## src/rtl/alarm_clock.sv

```systemverilog
// alarm_clock: 12-hour alarm clock core.
// Keeps hours/minutes/seconds/AM-PM, advanced once per TICKS_PER_SEC rising
// edges of Clock_1Sec while Control=1, and raises a sticky Alarm flag when
// the armed alarm time (hh:mm:00, AM/PM) is reached.
//
// Ports:
//   Clock_1Sec      in   timebase clock, rising edge
//   Reset           in   asynchronous active-low reset
//   LoadTime        in   load time from SetHours/SetMins/SetSecs/Set_AM_PM
//   LoadAlm         in   load alarm from AlarmHoursIn/AlarmMinsIn/Alarm_AM_PM_In
//   AlarmEnable     in   1 = alarm armed, 0 = disarmed and Alarm cleared
//   Set_AM_PM       in   AM/PM for a time load (1 = PM)
//   Alarm_AM_PM_In  in   AM/PM for an alarm load
//   SetSecs/SetMins in   [5:0] time load values
//   SetHours        in   [3:0] time load hours
//   AlarmMinsIn     in   [5:0] alarm minutes
//   AlarmHoursIn    in   [3:0] alarm hours
//   Control         in   run enable
//   AM_PM           out  current AM/PM
//   Alarm           out  sticky alarm flag
//   Secs_C/Mins_C   out  [5:0] current seconds/minutes
//   Hours_C         out  [3:0] current hours, 1..12
module alarm_clock #(
    parameter int TICKS_PER_SEC = 1
) (
    input  logic       Clock_1Sec,
    input  logic       Reset,
    input  logic       LoadTime,
    input  logic       LoadAlm,
    input  logic       AlarmEnable,
    input  logic       Set_AM_PM,
    input  logic       Alarm_AM_PM_In,
    input  logic [5:0] SetSecs,
    input  logic [5:0] SetMins,
    input  logic [5:0] AlarmMinsIn,
    input  logic [3:0] SetHours,
    input  logic [3:0] AlarmHoursIn,
    input  logic       Control,
    output logic       AM_PM,
    output logic       Alarm,
    output logic [5:0] Secs_C,
    output logic [5:0] Mins_C,
    output logic [3:0] Hours_C
);

    localparam int PW = (TICKS_PER_SEC > 1) ? $clog2(TICKS_PER_SEC) : 1;
    localparam logic [PW-1:0] PRE_LAST = PW'(TICKS_PER_SEC - 1);

    logic [PW-1:0] prescale;
    logic [3:0]    alm_hours;
    logic [5:0]    alm_mins;
    logic          alm_pm;
    logic          match;

    // Out-of-range loads are forced to a legal value instead of being rejected.
    function automatic logic [5:0] clamp_60(input logic [5:0] v);
        return (v > 6'd59) ? 6'd0 : v;
    endfunction

    function automatic logic [3:0] clamp_hr(input logic [3:0] v);
        return ((v == 4'd0) || (v > 4'd12)) ? 4'd12 : v;
    endfunction

    // Evaluated on registered state only, so a load that lands on the alarm
    // time is seen one edge later, exactly like a counted arrival.
    assign match = AlarmEnable && (Hours_C == alm_hours) && (Mins_C == alm_mins)
                   && (AM_PM == alm_pm) && (Secs_C == 6'd0);

    always_ff @(posedge Clock_1Sec or negedge Reset) begin
        if (!Reset) begin
            Hours_C  <= 4'd12;
            Mins_C   <= 6'd0;
            Secs_C   <= 6'd0;
            AM_PM    <= 1'b0;
            prescale <= '0;
        end else if (LoadTime) begin
            Hours_C  <= clamp_hr(SetHours);
            Mins_C   <= clamp_60(SetMins);
            Secs_C   <= clamp_60(SetSecs);
            AM_PM    <= Set_AM_PM;
            prescale <= '0;
        end else if (Control) begin
            if (prescale == PRE_LAST) begin
                prescale <= '0;
                if (Secs_C == 6'd59) begin
                    Secs_C <= 6'd0;
                    if (Mins_C == 6'd59) begin
                        Mins_C <= 6'd0;
                        if (Hours_C == 4'd12) begin
                            Hours_C <= 4'd1;
                        end else begin
                            Hours_C <= Hours_C + 4'd1;
                        end
                        // Half-day changes when the display reaches 12, not 1.
                        if (Hours_C == 4'd11) begin
                            AM_PM <= ~AM_PM;
                        end
                    end else begin
                        Mins_C <= Mins_C + 6'd1;
                    end
                end else begin
                    Secs_C <= Secs_C + 6'd1;
                end
            end else begin
                prescale <= prescale + 1'b1;
            end
        end
    end

    always_ff @(posedge Clock_1Sec or negedge Reset) begin
        if (!Reset) begin
            alm_hours <= 4'd12;
            alm_mins  <= 6'd0;
            alm_pm    <= 1'b0;
        end else if (LoadAlm) begin
            alm_hours <= clamp_hr(AlarmHoursIn);
            alm_mins  <= clamp_60(AlarmMinsIn);
            alm_pm    <= Alarm_AM_PM_In;
        end
    end

    always_ff @(posedge Clock_1Sec or negedge Reset) begin
        if (!Reset) begin
            Alarm <= 1'b0;
        end else if (!AlarmEnable) begin
            Alarm <= 1'b0;
        end else if (match) begin
            Alarm <= 1'b1;
        end
    end

endmodule

```

## config.mk

```make
export PLATFORM = sky130hd
export DESIGN_NAME = alarm_clock
export DESIGN_NICKNAME = d
export VERILOG_FILES = /design/src/rtl/alarm_clock.sv
export SDC_FILE = /design/constraint.sdc
export NUM_CORES = 1
export LEC_CHECK = 0
export ABC_AREA = 1
export CAP_MARGIN = 30
export CORE_MARGIN = 1
export CORE_UTILIZATION = 43
export CTS_CLUSTER_DIAMETER = 60
export DETAILED_ROUTE_END_ITERATION = 16
export PLACE_DENSITY = 0.76
export REMOVE_ABC_BUFFERS = 1
export SYNTH_ARGS = -nofsm -noshare
export SYNTH_HDL_FRONTEND = slang
export SYNTH_SLANG_ARGS = --single-unit
```

## constraint.sdc

```tcl
create_clock -name Clock_1Sec -period 1.3 [get_ports Clock_1Sec]
set_input_delay 0.26 -clock Clock_1Sec [delete_from_list [all_inputs] [get_ports Clock_1Sec]]
set_output_delay 0.26 -clock Clock_1Sec [all_outputs]
set_load 0.02 [all_outputs]
```

==> results_dict.tcl, run 1 <==
set metrics [dict create \
    synth_compound_area_frac 0.147 \
    p_sw_mw 1.30 \
    fmax_ghz 0.710 \
    crit_required_ps 1490 \
    yosysMostFrequentCell "nand2_1" \
    clk_path_buf_depth 2 \
    dr_total_vias 2114 \
    dieArea_mm2 0.00468 \
    synth-async-reset-ratio 1.00 \
    setup_viol_count_final 13 \
    wirelength_um 5440 \
    cts_tree "done" \
    hold_class "primary input to asynchronous set/reset pin" \
    peakVddDrop_v 0.000702 \
    first_iter_violations 162 \
    dpl_cell_area_mm2 0.00278 \
    clkLatencyLatePin_ps 280 \
    leakage_nw 1.47 \
    drtAntennaViolNets 0 \
    synth_commonest_cells "77 x nand2_1, 30 x inv_1, 25 x dfrtp_1, 25 x nand3_1, 20 x o21ai_0" \
    powerDensity_mw_per_mm2 1160 \
    synthDistinctLibCells 29 \
    synth-xor-area-share 0.0416 \
    drv_cap 0 \
    io_pins 52 \
    portBuffers 51 \
    cp_data_arrival_time_ps 1600 \
    switching_share 0.372 \
    syn_avg_cell_area_um2 7.26 \
    cts-root-buf "clkbuf_8" \
    synth_top_family_by_area "simple AND/OR/NAND/NOR gates" \
    final_area_mm2 0.00303 \
    fin_ws_ps -109 \
    hold_viol 0 \
    area_growth_pct 60.0 \
    nets 403 \
    synthFlopType "dfrtp_1" \
    drv_slew 0 \
    clk_pin_slew_ps 60 \
    drc 0 \
    violations "setup timing" \
    start_util 0.460 \
    synthMuxAreaShare 0 \
    rows 23 \
    clkPwrFrac 0.203 \
    seq_area_frac_synth 0.386 \
    viasPerCell 5.09 \
    layout-drive-gt1-share 0.312 \
    grt_setup_unrepaired "true" \
    seq_power_share 0.342 \
    core_area_mm2 0.00412 \
    post-route-period-util 1.08 \
    grt_usage 0.261 \
    grt_max_degree 30 \
    drt-pass1-iter-count 4 \
    synth_edf_count 0 \
    gr-total-overflow 0 \
    ys_ff_latch 29 \
    cts_made_buffers 5 \
    synthCells 261 \
    grt_pass1_wl_um 8820 \
    comb_power_share 0.455 \
    diodes 0 \
    synthAdderAreaFrac 0.0330 \
    netlist.area_leader.share 0.330 \
    period_needed_ps 1410 \
    final_cell_count_no_fill 415 \
    dp_cells 399 \
    critical_path_class "register to register" \
    place_congestion 0.881 \
    netlist.top_cell.by_area "dfrtp_1" \
    ys_top_cells_by_area "dfrtp_1 33%, nand2_1 15%, nand3_1 6.6%, inv_1 5.9%, dfstp_2 5.5%" \
    cp-end-kind "register" \
    holdBufCountCts 0 \
    die_w_um 68.4 \
    grt_pass1_vias 2025 \
    cp_max_fo 8 \
    h-tree-depth 2 \
    ys_warn_count 0 \
    dp_hpwl_um 3910 \
    clock-sinks 29 \
    status "complete, but fails checks" \
    max_slew_margin 0.795 \
    antenna_found_initial 0 \
    whs_ps 339 \
    fin_skew_ps 4.03 \
    dpl_worst_slack_ps -291 \
    syn_area_mm2 0.00189 \
    p_int_mw 2.20 \
    yosys.area_share.simple 0.306 \
    cp-start-kind "register" \
    wl_per_cell_um 13.1 \
    die_h_um 68.4 \
    worst_pin_slew_ps 304 \
]
[area by class of cell]
class	instances	area, um^2
clock buffers	8	80.1
fillers	314	1080
inverters	34	135
multi-input cells	192	1130
flip-flops and latches	29	734
well taps	50	62.6
repair buffers	102	888
[registers in the layout, indices dropped and copies added (netlist names)]
name,flops
alm_pm,1
alm_mins,6
AM_PM,1
Secs_C,6
Hours_C,4
alm_hours,4
Mins_C,6
Alarm,1
[through the flow]
stage / utilization / total power, mW / setup TNS [ps]
final: 0.737 / 3.50 / -789
after global routing: 0.737 / 3.73 / -1850
after CTS: 0.705 / 3.34 / -635
after detailed placement: 0.675 / 2.64 / -4620
after global placement: 0.675 / 2.60 / -4160
after floorplan: - / 1.86 / -1560
[cell usage in the layout (no fill, tap or decap), types with 5 or more instances in the layout]
cell type        synthesis  layout
a21oi_1                 11       9
buf_4                    1      45
buf_6                    1       5
clkbuf_2                 0       6
clkbuf_8                 0       5
clkdlybuf4s50_1          0      32
dfrtp_1                 25      22
inv_1                   30      28
nand2_1                 77      70
nand2_2                  1       7
nand3_1                 25      22
nor2_1                  16      15
nor2_4                   3       5
o21ai_0                 20      17
o21ai_1                  7       7
xor2_1                   7       7
[final timing paths]
| path | startpoint | endpoint | slack [ps] | depth (start not counted) |
|---|---|---|---|---|
| max | Mins_C[1]$_DFFE_PN0P_ | Hours_C[1]$_DFFE_PN0P_ | -110 | 7 |
| min | Reset | Secs_C[1]$_DFFE_PN0P_ | 340 | 2 |
| max reg2reg | Mins_C[1]$_DFFE_PN0P_ | Hours_C[1]$_DFFE_PN0P_ | -110 | 7 |
| min reg2reg | alm_hours[2]$_DFFE_PN1P_ | alm_hours[2]$_DFFE_PN1P_ | 500 | 2 |
| max in group asynchronous | Reset | alm_hours[2]$_DFFE_PN1P_ | 720 | 2 |
| min in group Clock_1Sec | alm_hours[2]$_DFFE_PN1P_ | alm_hours[2]$_DFFE_PN1P_ | 500 | 2 |
[critical path, cell delays in order (launching register included)]
cell and delay [ps]:
dfrtp_1 390, ha_2 220, nand3_2 80, o21ai_4 210
inv_4 80, nor2_8 170, nand2_1 70, o21ai_1 100
[power groups by stage]
stage	combinational (mW)	clock, mW	sequential (mW)
after detailed placement	1.44	0	1.20
after global routing	1.74	0.764	1.22
after CTS	1.44	0.718	1.18
after global placement	1.41	0	1.19
final	1.59	0.711	1.20
after floorplan	0.519	0	1.34
[cells by family after synthesis]
kind of cell | after synthesis
compound gates | 49
xor+xnor | 9
fa+ha+maj | 5
buf+inv | 40
flops | 29
simple gates | 129
[repair_timing]
item,4_1_cts,5_1_grt
buffers inserted,3,6
setup endpoints to repair,35,27
resized for setup,52,43
pin swaps,13,16
[metal layers]
metal / part of all wire / vias to the layer above / global-route usage
met4: 0.020 / 0 / 0.117
met1: 0.42 / 969 / 0.301
met2: 0.51 / 80 / 0.450
met3: 0.051 / 12 / 0.0683
li1: - / 1053 / -
met5: 0 / - / 0
Note: power is estimated with default switching activity, not from simulation.
==> run 2, diff against run 1 <==
--- a/config.mk
+++ b/config.mk
@@ -13,6 +13,7 @@
 export DETAILED_ROUTE_END_ITERATION = 16
 export PLACE_DENSITY = 0.76
 export REMOVE_ABC_BUFFERS = 1
+export SKIP_CTS_REPAIR_TIMING = 1
 export SYNTH_ARGS = -nofsm -noshare
 export SYNTH_HDL_FRONTEND = slang
 export SYNTH_SLANG_ARGS = --single-unit
==> run 2 against run 1 <==
  * The flow still finishes with violations (setup timing)
  * Critical endpoint unchanged
  * Highest routed layer unchanged
  * Via count shrank 0.99%
  * Critical path type unchanged
  * Sequential cell count did not move
  * Count of clock-buffer cells in the layout stayed put
  * Sequential power about the same
  * Setup slack worse by 32 ps
  * Largest cell class unchanged
==> results_dict.tcl, run 2 (synthesized netlist as in run 1, its figures left out) <==
set metrics [dict create \
    status "complete, but fails checks" \
    crit_required_ps 1490 \
    powerDensity_mw_per_mm2 1150 \
    setup_viol_count_final 17 \
    diodes 0 \
    drv_slew 0 \
    die_h_um 68.4 \
    clkLatencyLatePin_ps 280 \
    place_congestion 0.881 \
    hold_viol 0 \
    gr-total-overflow 0 \
    antenna_found_initial 0 \
    nets 400 \
    p_int_mw 2.20 \
    portBuffers 51 \
    switching_share 0.365 \
    violations "setup timing" \
    drc 0 \
    cp_max_fo 8 \
    p_sw_mw 1.27 \
    start_util 0.460 \
    core_area_mm2 0.00412 \
    period_needed_ps 1440 \
    first_iter_violations 166 \
    cts_tree "done" \
    wl_per_cell_um 12.9 \
    fin_ws_ps -141 \
    max_slew_margin 0.819 \
    hold_class "primary input to asynchronous set/reset pin" \
    final_cell_mix "73 x nand2_1, 44 x buf_4, 33 x clkdlybuf4s50_1" \
    layout-drive-gt1-share 0.273 \
    grt_pass1_wl_um 8340 \
    drv_cap 0 \
    peakVddDrop_v 0.000670 \
    grt_usage 0.247 \
    cts-root-buf "clkbuf_8" \
    drtAntennaViolNets 0 \
    comb_power_share 0.453 \
    cp_data_arrival_time_ps 1630 \
    worst_pin_slew_ps 271 \
    clkPwrFrac 0.203 \
    cp-start-kind "register" \
    clock-sinks 29 \
    largestRegisters "Mins_C (6), Secs_C (6), alm_mins (6)" \
    dr_total_vias 2093 \
    wirelength_um 5330 \
    post-route-period-util 1.11 \
    cp-end-kind "register" \
    dp_hpwl_um 3910 \
    dieArea_mm2 0.00468 \
    drt-pass1-iter-count 5 \
    viasPerCell 5.08 \
    finalPower_mw 3.47 \
    grt_setup_unrepaired "true" \
    critical_path_class "register to register" \
    fin_skew_ps 2.02 \
    die_w_um 68.4 \
    io_pins 52 \
    fmax_ghz 0.694 \
    clk_pin_slew_ps 60 \
    dpl_cell_area_mm2 0.00278 \
    leakage_nw 1.56 \
    final_common_cell "nand2_1" \
    cts_made_buffers 5 \
    clk_path_buf_depth 2 \
    seq_power_share 0.344 \
    rows 23 \
    final_area_mm2 0.00301 \
    whs_ps 341 \
    h-tree-depth 2 \
    grt_pass1_vias 1982 \
    area_growth_pct 58.8 \
    grt_max_degree 30 \
]
## run 2: cell count changes in the layout (fill, tap and decap cells not counted), sizes merged
cell,delta
clkbuf,-1
dlymetal6s2s,+11
clkdlybuf4s50,+1
clkdlybuf4s15,-4
buf,-6
dlygate4sd2,-4
## run 2: cell type report
cell class	instances	area, um^2
clock buffers	8	80.1
fillers	328	1110
inverters	34	138
multi-input cells	192	1080
flip-flops and latches	29	733
well taps	50	62.6
repair buffers	99	910
## run 2: worst paths after layout
path	end	depth (start not counted)	startpoint	slack [ps]
max	Hours_C[1]$_DFFE_PN0P_	7	Secs_C[0]$_DFFE_PN0P_	-140
min in group Clock_1Sec	alm_hours[2]$_DFFE_PN1P_	2	alm_hours[2]$_DFFE_PN1P_	510
min	Secs_C[0]$_DFFE_PN0P_	2	Reset	340
min reg2reg	alm_hours[2]$_DFFE_PN1P_	2	alm_hours[2]$_DFFE_PN1P_	510
max in group asynchronous	alm_hours[2]$_DFFE_PN1P_	2	Reset	720
max reg2reg	Hours_C[1]$_DFFE_PN0P_	7	Secs_C[0]$_DFFE_PN0P_	-140
## run 2: worst max-delay path, cell delays in order, from the launching register on
cell and delay [ps]:
dfrtp_1 420, ha_2 230, nand3_2 90, nor2_4 150
o21ai_4 100, nor2_8 180, nand2_1 70, o21ai_1 100
## run 2: routing by layer
metal  vias to the layer above  global-route usage  wire [um]
met1                       968               0.285       2210
li1                       1044                   -          -
met4                         0               0.104         97
met2                        70               0.431       2750
met5                         -                   0          0
met3                        11              0.0617        272
## run 2: power groups by stage
stage	sequential (mW)	clock [mW]	combinational, mW
after floorplan	1.34	0	0.519
after detailed placement	1.20	0	1.44
final	1.19	0.704	1.57
after global placement	1.19	0	1.41
after CTS	1.19	0.718	1.45
after global routing	1.21	0.765	1.72
## run 2: stage by stage
| step | TNS (ps) | setup WS (ps) | cells | util |
|---|---|---|---|---|
| 2_1_floorplan | -1560 | -224 | 255 | - |
| 3_3_place_gp | -4160 | -245 | 399 | 0.675 |
| 3_5_place_dp | -4620 | -291 | 399 | 0.675 |
| 4_1_cts | -6510 | -391 | 407 | 0.695 |
| 5_1_grt | -2200 | -207 | 412 | 0.731 |
| 6_report | -1190 | -141 | 412 | 0.731 |
==> run 3, diff against run 2 <==
--- a/config.mk
+++ b/config.mk
@@ -6,11 +6,11 @@
 export NUM_CORES = 1
 export LEC_CHECK = 0
 export ABC_AREA = 1
-export CAP_MARGIN = 30
-export CORE_MARGIN = 1
+export CORE_MARGIN = 5
 export CORE_UTILIZATION = 43
 export CTS_CLUSTER_DIAMETER = 60
 export DETAILED_ROUTE_END_ITERATION = 16
+export HOLD_SLACK_MARGIN = 0.02
 export PLACE_DENSITY = 0.76
 export REMOVE_ABC_BUFFERS = 1
 export SKIP_CTS_REPAIR_TIMING = 1
==> run 3 against run 2 <==
  * The run still ends with setup timing left
  * Worst hold slack worse by 5.5 ps
  * Non-clock buffer count grew 2
  * Maximum frequency grew 2.0%
  * Via count increased by 1.2%
  * Sequential share of layout area is 1.5 points lower
  * First-iteration DRC count shrank 43%
  * Count of clock-buffer cells in the layout is 3 lower
  * Total power is 15% higher
  * Critical endpoint is now Hours_C[0]$_DFFE_PN0P_
  * Largest power group unchanged
==> results_dict.tcl, run 3 (synthesized netlist as in run 1, its figures left out) <==
set metrics [dict create \
    rows 24 \
    cp_max_fo 8 \
    die_w_um 76.4 \
    dieArea_mm2 0.00583 \
    wirelength_um 5970 \
    fin_ws_ps -112 \
    period_needed_ps 1410 \
    leakage_nw 1.65 \
    seq_power_share 0.296 \
    cp-end-kind "register" \
    io_pins 52 \
    start_util 0.438 \
    diodes 0 \
    layout-drive-gt1-share 0.324 \
    clkPwrFrac 0.285 \
    area_growth_pct 69.0 \
    drt-pass1-iter-count 4 \
    worst_pin_slew_ps 242 \
    wl_per_cell_um 14.3 \
    final_cell_mix "65 x nand2_1, 38 x buf_4, 32 x clkdlybuf4s50_1" \
    core_area_mm2 0.00432 \
    crit_required_ps 1500 \
    setup_viol_count_final 14 \
    clk_path_buf_depth 2 \
    critical_path_class "register to register" \
    final_cell_count_no_fill 416 \
    grt_pass1_vias 2088 \
    violations "setup timing" \
    fin_skew_ps 7.52 \
    fmax_ghz 0.708 \
    drv_cap 0 \
    grt_max_degree 30 \
    status "complete, but fails checks" \
    peakVddDrop_v 0.000968 \
    p_int_mw 2.62 \
    dp_cells 401 \
    dr_total_vias 2119 \
    drv_slew 0 \
    clkLatencyLatePin_ps 290 \
    tns_ps -722 \
    die_h_um 76.4 \
    place_congestion 0.931 \
    h-tree-depth 2 \
    cp_data_arrival_time_ps 1620 \
    grt_usage 0.187 \
    n_fill_cell 327 \
    cts-root-buf "clkbuf_8" \
    grt_setup_unrepaired "true" \
    grt_pass1_wl_um 8980 \
    cts_tree "done" \
    cp-start-kind "register" \
    first_iter_violations 95 \
    max_slew_margin 0.837 \
    comb_power_share 0.419 \
    cts_made_buffers 5 \
    drtAntennaViolNets 0 \
    portBuffers 51 \
    seq_area_um2 731 \
    hold_viol 0 \
    switching_share 0.343 \
    multiInputGateArea_mm2 0.00115 \
    nets 402 \
    post-route-period-util 1.09 \
    clock-sinks 29 \
    dp_hpwl_um 4150 \
    p_sw_mw 1.37 \
    drc 0 \
    antenna_found_initial 0 \
    clk_pin_slew_ps 70 \
    final_common_cell "nand2_1" \
    gr-total-overflow 0 \
    viasPerCell 5.09 \
    hold_class "primary input to asynchronous set/reset pin" \
    powerDensity_mw_per_mm2 1250 \
    largestRegisters "Mins_C (6), Secs_C (6), alm_mins (6)" \
]
## run 3: final timing paths
| check | endpoint | from | slack (ps) | cells past startpoint |
|---|---|---|---|---|
| worst max-delay path | Hours_C[0]$_DFFE_PN0P_ | Mins_C[0]$_DFFE_PN0P_ | -110 | 7 |
| worst min-delay path | Mins_C[3]$_DFFE_PN0P_ | Reset | 340 | 2 |
| worst max register to register | Hours_C[0]$_DFFE_PN0P_ | Mins_C[0]$_DFFE_PN0P_ | -110 | 7 |
| worst min register to register | alm_hours[2]$_DFFE_PN1P_ | alm_hours[2]$_DFFE_PN1P_ | 490 | 2 |
| max in group asynchronous | alm_hours[3]$_DFFE_PN1P_ | Reset | 720 | 2 |
| min in group Clock_1Sec | alm_hours[2]$_DFFE_PN1P_ | alm_hours[2]$_DFFE_PN1P_ | 490 | 2 |
## run 3: worst max-delay path: stages, from the launching register on
cell and delay (ps):
dfrtp_1 390, ha_2 220, nand3_2 100, o21ai_4 230, inv_4 80, nor2_8 150, nand2_1 80, o21ai_1 90
## run 3: layout make-up
class | instances | share of cell area
multi-input combinational | 192 | 0.359
timing repair buffer | 101 | 0.307
sequential | 29 | 0.228
inverter | 34 | 0.0430
clock buffer | 5 | 0.0215
clock inverter | 3 | 0.0203
tap | 52 | 0.0203
## run 3: power by group through the flow
stage,logic [mW],registers [mW],clock network (mW)
after floorplan,0.519,1.34,0
after detailed placement,1.46,1.18,0
final,1.67,1.18,1.14
after global routing,1.82,1.20,1.19
after global placement,1.43,1.19,0
after CTS,1.46,1.17,1.15
## run 3: per-stage QoR
| stage | hold slack [ps] | setup slack, ps | area, um^2 | utilization | total power [mW] |
|---|---|---|---|---|---|
| after floorplan | -35.6 | -224 | 1860 | - | 1.86 |
| after global placement | 470 | -261 | 2810 | 0.649 | 2.61 |
| after detailed placement | 475 | -289 | 2810 | 0.649 | 2.64 |
| after CTS | 337 | -410 | 2940 | 0.680 | 3.78 |
| after global routing | 348 | -195 | 3200 | 0.740 | 4.21 |
| final | 336 | -112 | 3200 | 0.740 | 3.99 |
## run 3: routing by layer
layer | global-route usage | routed length (um) | vias to the layer above
li1 | - | - | 1049
met3 | 0.0544 | 370 | 12
met2 | 0.318 | 3000 | 74
met1 | 0.221 | 2510 | 984
met4 | 0.0752 | 91 | 0
met5 | 0 | 0 | -
